**config.mk**
```make
export PLATFORM = sky130hd
export DESIGN_NAME = controle_entrada_rpn
export DESIGN_NICKNAME = d
export VERILOG_FILES = /design/src/rtl/calc_rpn_pkg.sv /design/src/rtl/debounce_botao.sv /design/src/rtl/controle_entrada_rpn.sv
export SDC_FILE = /design/constraint.sdc
export NUM_CORES = 1
export LEC_CHECK = 0
export CAP_MARGIN = 25
export CORE_MARGIN = 4
export CORE_UTILIZATION = 30
export DETAILED_ROUTE_END_ITERATION = 10
export GPL_TIMING_DRIVEN = 1
export PLACE_DENSITY = 0.48
export SLEW_MARGIN = 10
export SYNTH_ARGS = -nofsm -noshare
export SYNTH_HDL_FRONTEND = slang
export SYNTH_HIERARCHICAL = 1
export SYNTH_SLANG_ARGS = --single-unit
```
**constraint.sdc**
```tcl
create_clock -name CLOCK_50 -period 2.9 [get_ports CLOCK_50]
set_input_delay 0.29 -clock CLOCK_50 [delete_from_list [all_inputs] [get_ports CLOCK_50]]
set_output_delay 0.29 -clock CLOCK_50 [all_outputs]
set_load 0.03 [all_outputs]
```
**src/rtl/calc_rpn_pkg.sv**
```systemverilog
// Shared definitions for the RPN calculator front-end: FSM encoding,
// data widths, switch bit positions and a small arithmetic helper.
package calc_rpn_pkg;

  localparam int DADO_W   = 8;
  localparam int OP_W     = 3;
  localparam int MODO_BIT = 9;
  localparam int NEG_BIT  = 8;

  typedef enum logic [2:0] {
    OCIOSO,
    NUMERO,
    OPERACAO,
    EXECUTA,
    ERRO,
    BLOQUEIO
  } estado_t;

  // Two's complement modulo 256; 0x00 and 0x80 map onto themselves.
  function automatic logic [7:0] complemento2(input logic [7:0] valor);
    return (~valor) + 8'd1;
  endfunction

endpackage

```
**src/rtl/debounce_botao.sv**
```systemverilog
// One push-button conditioner: 2-FF synchroniser, stability counter,
// debounced level and a one-cycle press pulse on a 1->0 transition.
// The press pulse is only armed once the button has been seen released
// after reset, so a key held through reset never produces a press.
module debounce_botao #(
  parameter int DEBOUNCE_CICLOS = 50000
) (
  input  logic clk,
  input  logic reset_n,
  input  logic botao,
  output logic estavel,
  output logic pressao
);

  localparam int CNT_W = $clog2(DEBOUNCE_CICLOS);
  localparam logic [CNT_W-1:0] CNT_MAX = CNT_W'(DEBOUNCE_CICLOS - 1);

  logic [1:0]       sinc_reg;
  logic [CNT_W-1:0] cont_reg;
  logic             estavel_reg;
  logic             estavel_ant_reg;
  logic             armado_reg;
  logic             pressao_reg;

  // Synchronise, count disagreement cycles, accept the new level, detect the fall.
  always_ff @(posedge clk) begin
    if (!reset_n) begin
      sinc_reg        <= '0;
      cont_reg        <= '0;
      estavel_reg     <= 1'b1;
      estavel_ant_reg <= 1'b1;
      armado_reg      <= 1'b0;
      pressao_reg     <= 1'b0;
    end else begin
      sinc_reg        <= {sinc_reg[0], botao};
      estavel_ant_reg <= estavel_reg;
      pressao_reg     <= estavel_ant_reg & ~estavel_reg & armado_reg;
      if (sinc_reg[1] != estavel_reg) begin
        if (cont_reg == CNT_MAX) begin
          estavel_reg <= sinc_reg[1];
          cont_reg    <= '0;
        end else begin
          cont_reg <= cont_reg + 1'b1;
        end
      end else begin
        cont_reg <= '0;
      end
      if (estavel_reg && sinc_reg[1]) begin
        armado_reg <= 1'b1;
      end
    end
  end

  assign estavel = estavel_reg;
  assign pressao = pressao_reg;

endmodule

```
**src/rtl/controle_entrada_rpn.sv**
```systemverilog
// Input stage ahead of sistema_rpn: debounces KEY[1:0], latches operand /
// opcode from the switches and issues one-cycle command strobes.
// Optional build macro: ENTRADA_NEGATIVA_EN (SW[8] negates the operand).
module controle_entrada_rpn
  import calc_rpn_pkg::*;
#(
  parameter int DEBOUNCE_CICLOS = 50000,
  parameter int DADO_W          = calc_rpn_pkg::DADO_W,
  parameter int OP_W            = calc_rpn_pkg::OP_W
) (
  input  logic              CLOCK_50,
  input  logic              reset_n,
  input  logic [9:0]        SW,
  input  logic [1:0]        KEY,
  output logic [DADO_W-1:0] entrada,
  output logic [OP_W-1:0]   operacao,
  output logic              entrada_numero,
  output logic              entrada_operacao,
  output logic              executar,
  output logic              op_pendente,
  output logic              erro_seq,
  output logic              ocupado
);

  logic [1:0] estavel;
  logic [1:0] pressao;

  genvar gi;
  generate
    for (gi = 0; gi < 2; gi++) begin : g_botao
      debounce_botao #(
        .DEBOUNCE_CICLOS(DEBOUNCE_CICLOS)
      ) u_debounce (
        .clk    (CLOCK_50),
        .reset_n(reset_n),
        .botao  (KEY[gi]),
        .estavel(estavel[gi]),
        .pressao(pressao[gi])
      );
    end
  endgenerate

  logic [7:0] operando;
`ifdef ENTRADA_NEGATIVA_EN
  assign operando = SW[NEG_BIT] ? complemento2(SW[7:0]) : SW[7:0];
`else
  logic neg_unused;
  assign neg_unused = SW[NEG_BIT];
  assign operando   = SW[7:0];
`endif

  estado_t           estado_reg, estado_next;
  logic [DADO_W-1:0] entrada_reg, entrada_next;
  logic [OP_W-1:0]   operacao_reg, operacao_next;
  logic              op_pendente_reg, op_pendente_next;
  logic              entrada_numero_reg;
  logic              entrada_operacao_reg;
  logic              executar_reg;
  logic              erro_seq_reg;
  logic              ocupado_reg;

  // Next-state and latch decisions; press0 has priority over press1.
  always_comb begin
    estado_next      = estado_reg;
    entrada_next     = entrada_reg;
    operacao_next    = operacao_reg;
    op_pendente_next = op_pendente_reg;
    case (estado_reg)
      OCIOSO: begin
        if (pressao[0]) begin
          if (SW[MODO_BIT]) begin
            operacao_next    = OP_W'(SW[2:0]);
            op_pendente_next = 1'b1;
            estado_next      = OPERACAO;
          end else begin
            entrada_next = DADO_W'(operando);
            estado_next  = NUMERO;
          end
        end else if (pressao[1]) begin
          estado_next = op_pendente_reg ? EXECUTA : ERRO;
        end
      end
      NUMERO, OPERACAO, ERRO: estado_next = BLOQUEIO;
      EXECUTA: begin
        op_pendente_next = 1'b0;
        estado_next      = BLOQUEIO;
      end
      BLOQUEIO: begin
        if (&estavel) begin
          estado_next = OCIOSO;
        end
      end
      default: estado_next = OCIOSO;
    endcase
  end

  // State, latches and strobes registered together so strobes track the state exactly.
  always_ff @(posedge CLOCK_50) begin
    if (!reset_n) begin
      estado_reg           <= OCIOSO;
      entrada_reg          <= '0;
      operacao_reg         <= '0;
      op_pendente_reg      <= 1'b0;
      entrada_numero_reg   <= 1'b0;
      entrada_operacao_reg <= 1'b0;
      executar_reg         <= 1'b0;
      erro_seq_reg         <= 1'b0;
      ocupado_reg          <= 1'b0;
    end else begin
      estado_reg           <= estado_next;
      entrada_reg          <= entrada_next;
      operacao_reg         <= operacao_next;
      op_pendente_reg      <= op_pendente_next;
      entrada_numero_reg   <= (estado_next == NUMERO);
      entrada_operacao_reg <= (estado_next == OPERACAO);
      executar_reg         <= (estado_next == EXECUTA);
      erro_seq_reg         <= (estado_next == ERRO);
      ocupado_reg          <= (estado_next != OCIOSO);
    end
  end

  assign entrada          = entrada_reg;
  assign operacao         = operacao_reg;
  assign op_pendente      = op_pendente_reg;
  assign entrada_numero   = entrada_numero_reg;
  assign entrada_operacao = entrada_operacao_reg;
  assign executar         = executar_reg;
  assign erro_seq         = erro_seq_reg;
  assign ocupado          = ocupado_reg;

endmodule

```
* Word-level counts from Yosys, hierarchy flattened *
Index checks and enable logic that the tools add are counted.

word-level totals
  flip-flop bits (word level) = 64
  bits in latches = 0
  memory bits (writable) = 0
  memory bits (read-only) = 0
  bits of input ports = 14
  output and inout bits = 17
  logic and storage cells = 71
  memories = 0

cells by class
  $add $sub $neg = 2
  multipliers = 0
  div/mod/pow operators = 0
  order comparisons = 0
  eq/ne operators = 15
  shift operators = 0
  muxes and demuxes = 9
  bitwise logic cells = 10
  reductions and logical operators = 14

operator list
  kind                                                                      number
  16-bit by 1-bit adder with 16-bit output (second input constant)          2
  16-bit == test (second input constant)                                    2
  3-bit by 2-bit == test with 1-bit output (second input constant)          4
  3-bit two-way mux                                                         4
  3-bit == test (second input constant)                                     3
  3-bit one-hot mux with 3 select lines                                     1
  3-bit AND reduction                                                       3
  3-bit by 1-bit == test with 1-bit output (second input constant)          2
  1-bit inverter                                                            6
  2-bit AND reduction                                                       3
  3-bit OR reduction                                                        2
  1-bit AND                                                                 4
  4-bit OR reduction                                                        1
  3-bit zero test                                                           1
  3-bit nonzero test                                                        1
  1-bit logical AND                                                         2
  1-bit two-way mux                                                         2
  2-bit two-way mux                                                         1
  1-bit inequality test                                                     2
  2-bit by 1-bit inequality test with 1-bit output (second input constant)  1
  2-bit inequality test (second input constant)                             1
  1-bit one-hot mux with 2 select lines                                     1
  2-bit nonzero test                                                        1

* Depth between registers and ports, before layout *
Gate-level depths: netlist of the first run.

  depth after elaboration = 5
  gate-level depth with buffers = 6
  gate-level depth less buffers = 5

* Cells and area by module *
The synthesis of the first run kept the hierarchy.

by module, submodules not included
  module                times used  cells each  area an instance (um^2)  sequential area each (um^2)
  debounce_botao        2           95          900.9                    440.4
  controle_entrada_rpn  1           88          774.5                    400.4

* Worst setup path after synthesis of the first run *
Ideal clock, no wire load.

  path kind = reg-to-reg
  start point = register g_botao[0].u_debounce.cont_reg[7]
  end point = register g_botao[0].u_debounce.cont_reg[10]
  library setup time = 0.115 ns
  data arrival time = 1.552 ns
  required time = 2.785 ns
  path slack = 1.233 ns
  cell stages (with the launch flop) = 6
  buffers on the path = 1
  period minus slack after synthesis = 1.667 ns
  cells stage by stage = dfxtp_1 > or4b_1 > nor4_2 > nand3b_4 > buf_8 > nor2_1

between the ends
  word-level cells in the longest chain between the ends = 2
  elaborated cells on any way between the ends = 3
  those cells by class = 1 x add/sub; 1 x eq/ne; 1 x reduce/logical

ends and longest elaborated chain
  what                                                                                              RTL line              text
  start: declaration                                                                                debounce_botao.sv:19  logic [CNT_W-1:0] cont_reg;
  start signal: assignment                                                                          debounce_botao.sv:43  cont_reg <= cont_reg + 1'b1;
  parallel branches: the longest is 2 deep, another holds 16-bit by 1-bit adder with 16-bit output  --

Parallel ways; which one is timed is not known.
A chain may end at the register's enable or synchronous reset.

* Worst setup path in the final report of the first run *
  start point = register g_botao[1].u_debounce.cont_reg[7]
  end point = register g_botao[1].u_debounce.cont_reg[11]

between the ends
  word-level cells in the longest chain between the ends = 2
  elaborated cells on any way between the ends = 3
  those cells by class = 1 x add/sub; 1 x eq/ne; 1 x reduce/logical

ends and longest elaborated chain
  what                                                                                              RTL line
  start: declaration                                                                                debounce_botao.sv:19
  start signal: assignment                                                                          debounce_botao.sv:43
  parallel branches: the longest is 2 deep, another holds 16-bit by 1-bit adder with 16-bit output  --

Parallel ways; which one is timed is not known.

==> results of run 1 <==
## placed cells by master (no fill, tap or decap), types with 3 or more instances in the layout
cell type	Yosys	final
nor2_1	41	41
and2_1	4	4
nand2b_1	3	3
o211ai_1	3	3
nand2_1	16	16
clkdlybuf4s50_1	0	29
dfxtp_1	64	64
nor3_1	9	9
o21ai_0	9	9
inv_1	10	10
clkbuf_8	0	12
xnor2_1	24	24
nor4_1	8	8
nand4_1	7	7
ha_1	4	4
a41oi_1	3	3
or4b_1	4	4
o21ai_1	4	4
xor2_1	4	4
nand3_1	20	20
a21oi_1	15	15
## worst paths after layout
| kind | cells past startpoint | to | slack [ns] | startpoint |
|---|---|---|---|---|
| worst max-delay path | 4 | g_botao[1].u_debounce/cont_reg[11] | 1.09 | g_botao[1].u_debounce/cont_reg[7] |
| worst min-delay path | 2 | g_botao[0].u_debounce/pressao | 0.42 | g_botao[0].u_debounce/estavel_ant_reg |
| worst max register to register | 4 | g_botao[1].u_debounce/cont_reg[11] | 1.09 | g_botao[1].u_debounce/cont_reg[7] |
| worst min register to register | 2 | g_botao[0].u_debounce/pressao | 0.42 | g_botao[0].u_debounce/estavel_ant_reg |
## stage by stage
| stage | instances | setup WS [ns] | utilization (%) | area [sq um] | total power, W |
|---|---|---|---|---|---|
| floorplan | 278 | 1.23 | - | 2580 | 0.00112 |
| global placement | 406 | 1.09 | 35.6 | 2960 | 0.00120 |
| detailed placement | 406 | 1.09 | 35.6 | 2960 | 0.00120 |
| CTS | 421 | 1.07 | 38.1 | 3160 | 0.00200 |
| global route | 421 | 0.956 | 38.1 | 3160 | 0.00206 |
| finish | 421 | 1.09 | 38.1 | 3160 | 0.00196 |
## layer usage
layer | track usage [%] | part of all wire (%)
met5 | 0 | 0
met3 | 3.53 | 5.5
met4 | 4.35 | 1.6
met1 | 14.2 | 53
met2 | 15.9 | 40
## final cells by class
class | count | area share [%]
sequential | 64 | 40.5
multi-input combinational | 196 | 38.0
timing repair buffer | 31 | 9.66
clock buffer | 12 | 5.22
tap | 105 | 4.16
clock inverter | 3 | 1.27
inverter | 10 | 1.19
## kinds of logic (layout without fill, tap and decap cells)
logic type / Yosys count / count (layout) / share of synthesized area, %
xor+xnor: 28 / 28 / 9.52
flops: 64 / 64 / 49.7
simple gates: 126 / 126 / 26.4
buf+inv: 18 / 56 / 3.64
mux: 1 / 1 / 0.437
fa+ha+maj: 4 / 4 / 1.94
compound gates: 37 / 37 / 8.35
## power by group through the flow
stage          sequential [W]  combinational [W]  clock [W]
4_1_cts              0.000934           0.000249   0.000814
3_3_place_gp         0.000954           0.000248          0
3_5_place_dp         0.000954           0.000248          0
5_1_grt              0.000937           0.000273   0.000850
6_report             0.000935           0.000246   0.000780
2_1_floorplan        0.000974           0.000151          0
## worst max-delay path, cell delays in order (launching register included)
cell,delay [ns]
dfxtp_1,0.37
or4b_1,0.53
nor4_2,0.39
nand3b_4,0.32
nor2_1,0.08
==> run metrics, run 1 <==
Inserted Diodes 0; Core ar. 0.00830 sq mm; final period utilization 62.5%; Starting Density 31.0%; TNS Setup 0 ns; Synth top area share 49.7%; fmax 0.552 GHz; most frequent cell after synthesis dfxtp_1; DRT Pass-1 Iters 4; wire per inst 12.1 um; initial antenna violation count 0; largest net degree at the start of global routing 17; clock-pin slew on the worst setup and hold paths 0.07 ns; via count 1960; Worst setup SP type flop; clock latency on the worst-skew pair 0.33 ns; max-cap violations 0; max FFs per register 32; Post-CTS Setup Inserts 0; I/O pin count 31; Post-CTS Resized 0; DR DRC count 0; multi-input logic area 0.00120 sq mm; Pwr Density 620 mW/mm^2; detailed placement HPWL 3530 um; global-route congestion overflow total 0; cts bufs inserted 9; Area contributors post-synth dfxtp_1 50%, xnor2_1 8.2%, nor2_1 6.0%; Final ANT Viol Nets 0; min cycle time layout 1.81 ns; clk root buf clkbuf_8; outcome complete, no violations; layout cells sized above 1 7.28%; first-pass GRT wire length 8630 um; CP Max Fanout 16; Mapped Area 0.00258 sq mm; DR vias/cell 4.66; die area 0.0101 sq mm; Final Max Slew Viols 0; initial DRC count 71; number of synthesized flops with an enable pin 0; Max clock buf depth 2; Internal 0.00146 W; Seq/Total Area, Yosys 49.7%; RePlAce Congestion 0.692; WL final 5110 um; Filler Cells Inserted 850; RSZ-0062 raised after global routing false; Rows 33; Die Wd 101 um; IR drop worst, VDD 206 uV; cells after synthesis 278; min-delay worst type reg -> reg; Hold Buf Count CTS 0; Sw Pwr 0.000497 W; Sequential Area 0.00128 sq mm; Worst Tran Pin Value 0.578 ns; vias in the first global route 1867; clock network fraction of design power 39.8%; Yosys cell types 35; cell taking the most area after synthesis dfxtp_1; Clock Skew 0.00754 ns; # setup viols final 0; syn nets 296; area growth from synthesis to layout 22.7%; Crit Path Category reg -> reg; Max-slew headroom 61.4%; dominant synthesized flop cell dfxtp_1; Nets 330; Fin Hold WS 0.417 ns; Port Buffer Count 29; worst path required time 3.11 ns; Reg power frac 47.7%; number of synthesized register bits 64; Total GRT Usage 10.7%; Critical Path End Type flop; Logic pwr share 12.5%; cell leakage power 1.03 nW; Async SR Flop Fraction 0%; final hold vios 0; CP arrival 2.03 ns; Post-synth top cells 64 x dfxtp_1, 41 x nor2_1, 24 x xnor2_1; switching part of the total 25.3%; CTS Sinks 64; Synth Warn # 6; DIE HEIGHT 101 um; Mean Syn Cell Area 9.27 sq um; H-tree depth 3; CTS tree yes
Note: power is estimated with default switching activity, not from simulation.
==> run 2: changes to the inputs <==
--- a/config.mk
+++ b/config.mk
@@ -10,7 +10,7 @@
 export CORE_UTILIZATION = 30
 export DETAILED_ROUTE_END_ITERATION = 10
 export GPL_TIMING_DRIVEN = 1
-export PLACE_DENSITY = 0.48
+export PLACE_DENSITY = 0.5
 export SLEW_MARGIN = 10
 export SYNTH_ARGS = -nofsm -noshare
 export SYNTH_HDL_FRONTEND = slang
==> constraint.sdc (replaced) <==
create_clock -name CLOCK_50 -period 1.5 [get_ports CLOCK_50]
set_input_delay 0.15 -clock CLOCK_50 [delete_from_list [all_inputs] [get_ports CLOCK_50]]
set_output_delay 0.15 -clock CLOCK_50 [all_outputs]
set_load 0.03 [all_outputs]
==> run 2 against run 1 <==
  * Largest power group unchanged
  * Cell count up 9.0%
  * Setup slack worse by 1.2 ns
  * The flow now finishes with violations (setup timing)
  * Largest cell class is now multi-input combinational cells
  * Total power up 100%
  * Flip-flop and latch count unchanged
  * Via count up 8.6%
  * Non-clock buffer count up 35
  * Clock skew up 0.0015 ns
  * Register-to-register slack worse by 1.2 ns
==> run metrics, run 2 (synthesis results as in run 1) <==
GR Layer Usage met1 14.6%; area growth from synthesis to layout 38.9%; wire per inst 12.1 um; clock-pin slew on the worst setup and hold paths 0.07 ns; DR DRC count 0; final period utilization 106%; final hold vios 0; CP Max Fanout 8; Max-slew headroom 67.9%; Worst Tran Pin Value 0.481 ns; Worst path slowest cell or4b_4; H-tree depth 3; first-pass GRT wire length 9120 um; Sw Pwr 0.00105 W; Port Buffer Count 29; Final Cell Area 0.00358 sq mm; Hold Buf Count CTS 0; DRT Pass-1 Iters 6; critical path's top delay family simple AND/OR/NAND/NOR gates; Rows 33; Internal 0.00293 W; outcome finished, violations left; Hold Crit Depth 3; layout cells sized above 1 22.9%; Crit Path Category reg -> reg; Hold Startpoint SW[5]; Final Max Slew Viols 0; max FFs per register 32; Critical Path End Type flop; # setup viols final 34; vias in the first global route 1935; WL final 5550 um; most frequent cells in the layout 59 x dfxtp_1, 36 x nor2_1, 36 x buf_4; Worst setup SP type flop; Total GRT Usage 11.4%; failing checks setup timing; placed inst area 0.00323 sq mm; Hold EP entrada[5]; min-delay worst type in -> reg; switching part of the total 26.5%; CTS tree yes; largest net degree at the start of global routing 16; max-cap violations 0; Starting Density 31.0%; Die Wd 101 um; RePlAce Congestion 0.688; setup slack after layout -0.0871 ns; via count 2128; clock latency on the worst-skew pair 0.33 ns; initial DRC count 37; beginning of the worst register-to-register path g_botao[0].u_debounce/cont_reg[13]; total power 0.00398 W; initial antenna violation count 0; Clock Skew 0.00902 ns; Inserted Diodes 0; met2 GRT Util 17.9%; DIE HEIGHT 101 um; clk root buf clkbuf_8; cell leakage power 1.41 nW; Final ANT Viol Nets 0; I/O pin count 31; DR vias/cell 4.64; CP max stage delay 0.54 ns; worst path required time 1.73 ns; commonest non-fill, non-tap cell in the layout dfxtp_1; flop2flop setup slack -0.09 ns; Logic pwr share 13.6%; Critical path buffers and inverters 0; global-route congestion overflow total 0; r2r endpoint g_botao[0].u_debounce/cont_reg[12]; CP arrival 1.81 ns; CTS Sinks 64; Nets 367; fmax 0.630 GHz; IR drop worst, VDD 541 uV; Max clock buf depth 2; Core ar. 0.00830 sq mm; R2R depth 4; die area 0.0101 sq mm; most used routing layer met2; clock network fraction of design power 41.0%; Pwr Density 1110 mW/mm^2; dpl ws -0.230 ns; RSZ-0062 raised after global routing true; Reg power frac 45.4%; met3 usage 2.08%; detailed placement HPWL 3750 um; crit-path cells or4b_4 -> nor4_4 -> nand3b_4 -> nor2_1; cts bufs inserted 9; min cycle time layout 1.59 ns
run 2: cell count changes in the layout (fill, tap and decap cells not counted), moves of 6 or more:
| cell | delta |
|---|---|
| buf_4 | +34 |
| clkdlybuf4s50_1 | -14 |
| dlygate4sd2_1 | +8 |
| dlymetal6s2s_1 | +6 |
run 2: worst max path at each step:
stage	to	slack [ns]	cells after the start	start
after floorplan	g_botao[0].u_debounce/cont_reg[13]	-0.16	5	g_botao[0].u_debounce/cont_reg[13]
after global placement	g_botao[0].u_debounce/cont_reg[15]	-0.21	4	g_botao[0].u_debounce/cont_reg[13]
after detailed placement	g_botao[0].u_debounce/cont_reg[15]	-0.23	4	g_botao[0].u_debounce/cont_reg[13]
after CTS	g_botao[0].u_debounce/estavel	-0.11	5	g_botao[0].u_debounce/cont_reg[5]
after global routing	g_botao[1].u_debounce/estavel	-0.17	5	g_botao[1].u_debounce/cont_reg[12]
final	g_botao[0].u_debounce/cont_reg[12]	-0.09	4	g_botao[0].u_debounce/cont_reg[13]
run 2: what timing repair did:
action                                  4_1_cts  5_1_grt
gates cloned                                  2        0
buffers inserted                              1        0
pin swaps                                    18        3
gates resized for setup                      20       16
endpoints found under the setup margin       42       41
run 2: through the flow:
stage	TNS, ns	util (%)	std cells	hold slack, ns
6_report	-2.25	43.1	459	0.375
5_1_grt	-4.48	43.1	459	0.380
3_5_place_dp	-6.83	38.9	440	0.408
4_1_cts	-2.95	42.5	459	0.366
2_1_floorplan	-3.63	-	278	0.267
3_3_place_gp	-4.98	38.9	440	0.408
run 2: routing by layer:
| metal | share of wire, % | up-vias |
|---|---|---|
| met5 | 0 | - |
| met3 | 4.1 | 10 |
| li1 | - | 1117 |
| met4 | 2.2 | 0 |
| met1 | 50 | 957 |
| met2 | 44 | 44 |
run 2: tightest hold or removal path, delay by kind of cell:
kind / cells / cell delay [ns]
AOI/OAI and AO/OA: 1 / 0.05
buffers and inverters: 1 / 0.40
and+or+nand+nor: 1 / 0.07
run 2: final cells by class:
type | instances | area, sq um
timing repair buffer | 66 | 586
clock buffer | 9 | 124
inverter | 10 | 37.5
fill | 821 | 4720
sequential | 64 | 1290
multi-input combinational | 198 | 1320
tap | 105 | 131
clock inverter | 7 | 96.3
run 2: power by group through the flow:
| stage | sequential (W) | clock (W) | combinational (W) |
|---|---|---|---|
| finish | 0.00181 | 0.00163 | 0.000541 |
| global route | 0.00181 | 0.00175 | 0.000596 |
| CTS | 0.00181 | 0.00168 | 0.000529 |
| detailed placement | 0.00185 | 0 | 0.000513 |
| global placement | 0.00184 | 0 | 0.000517 |
| floorplan | 0.00188 | 0 | 0.000292 |
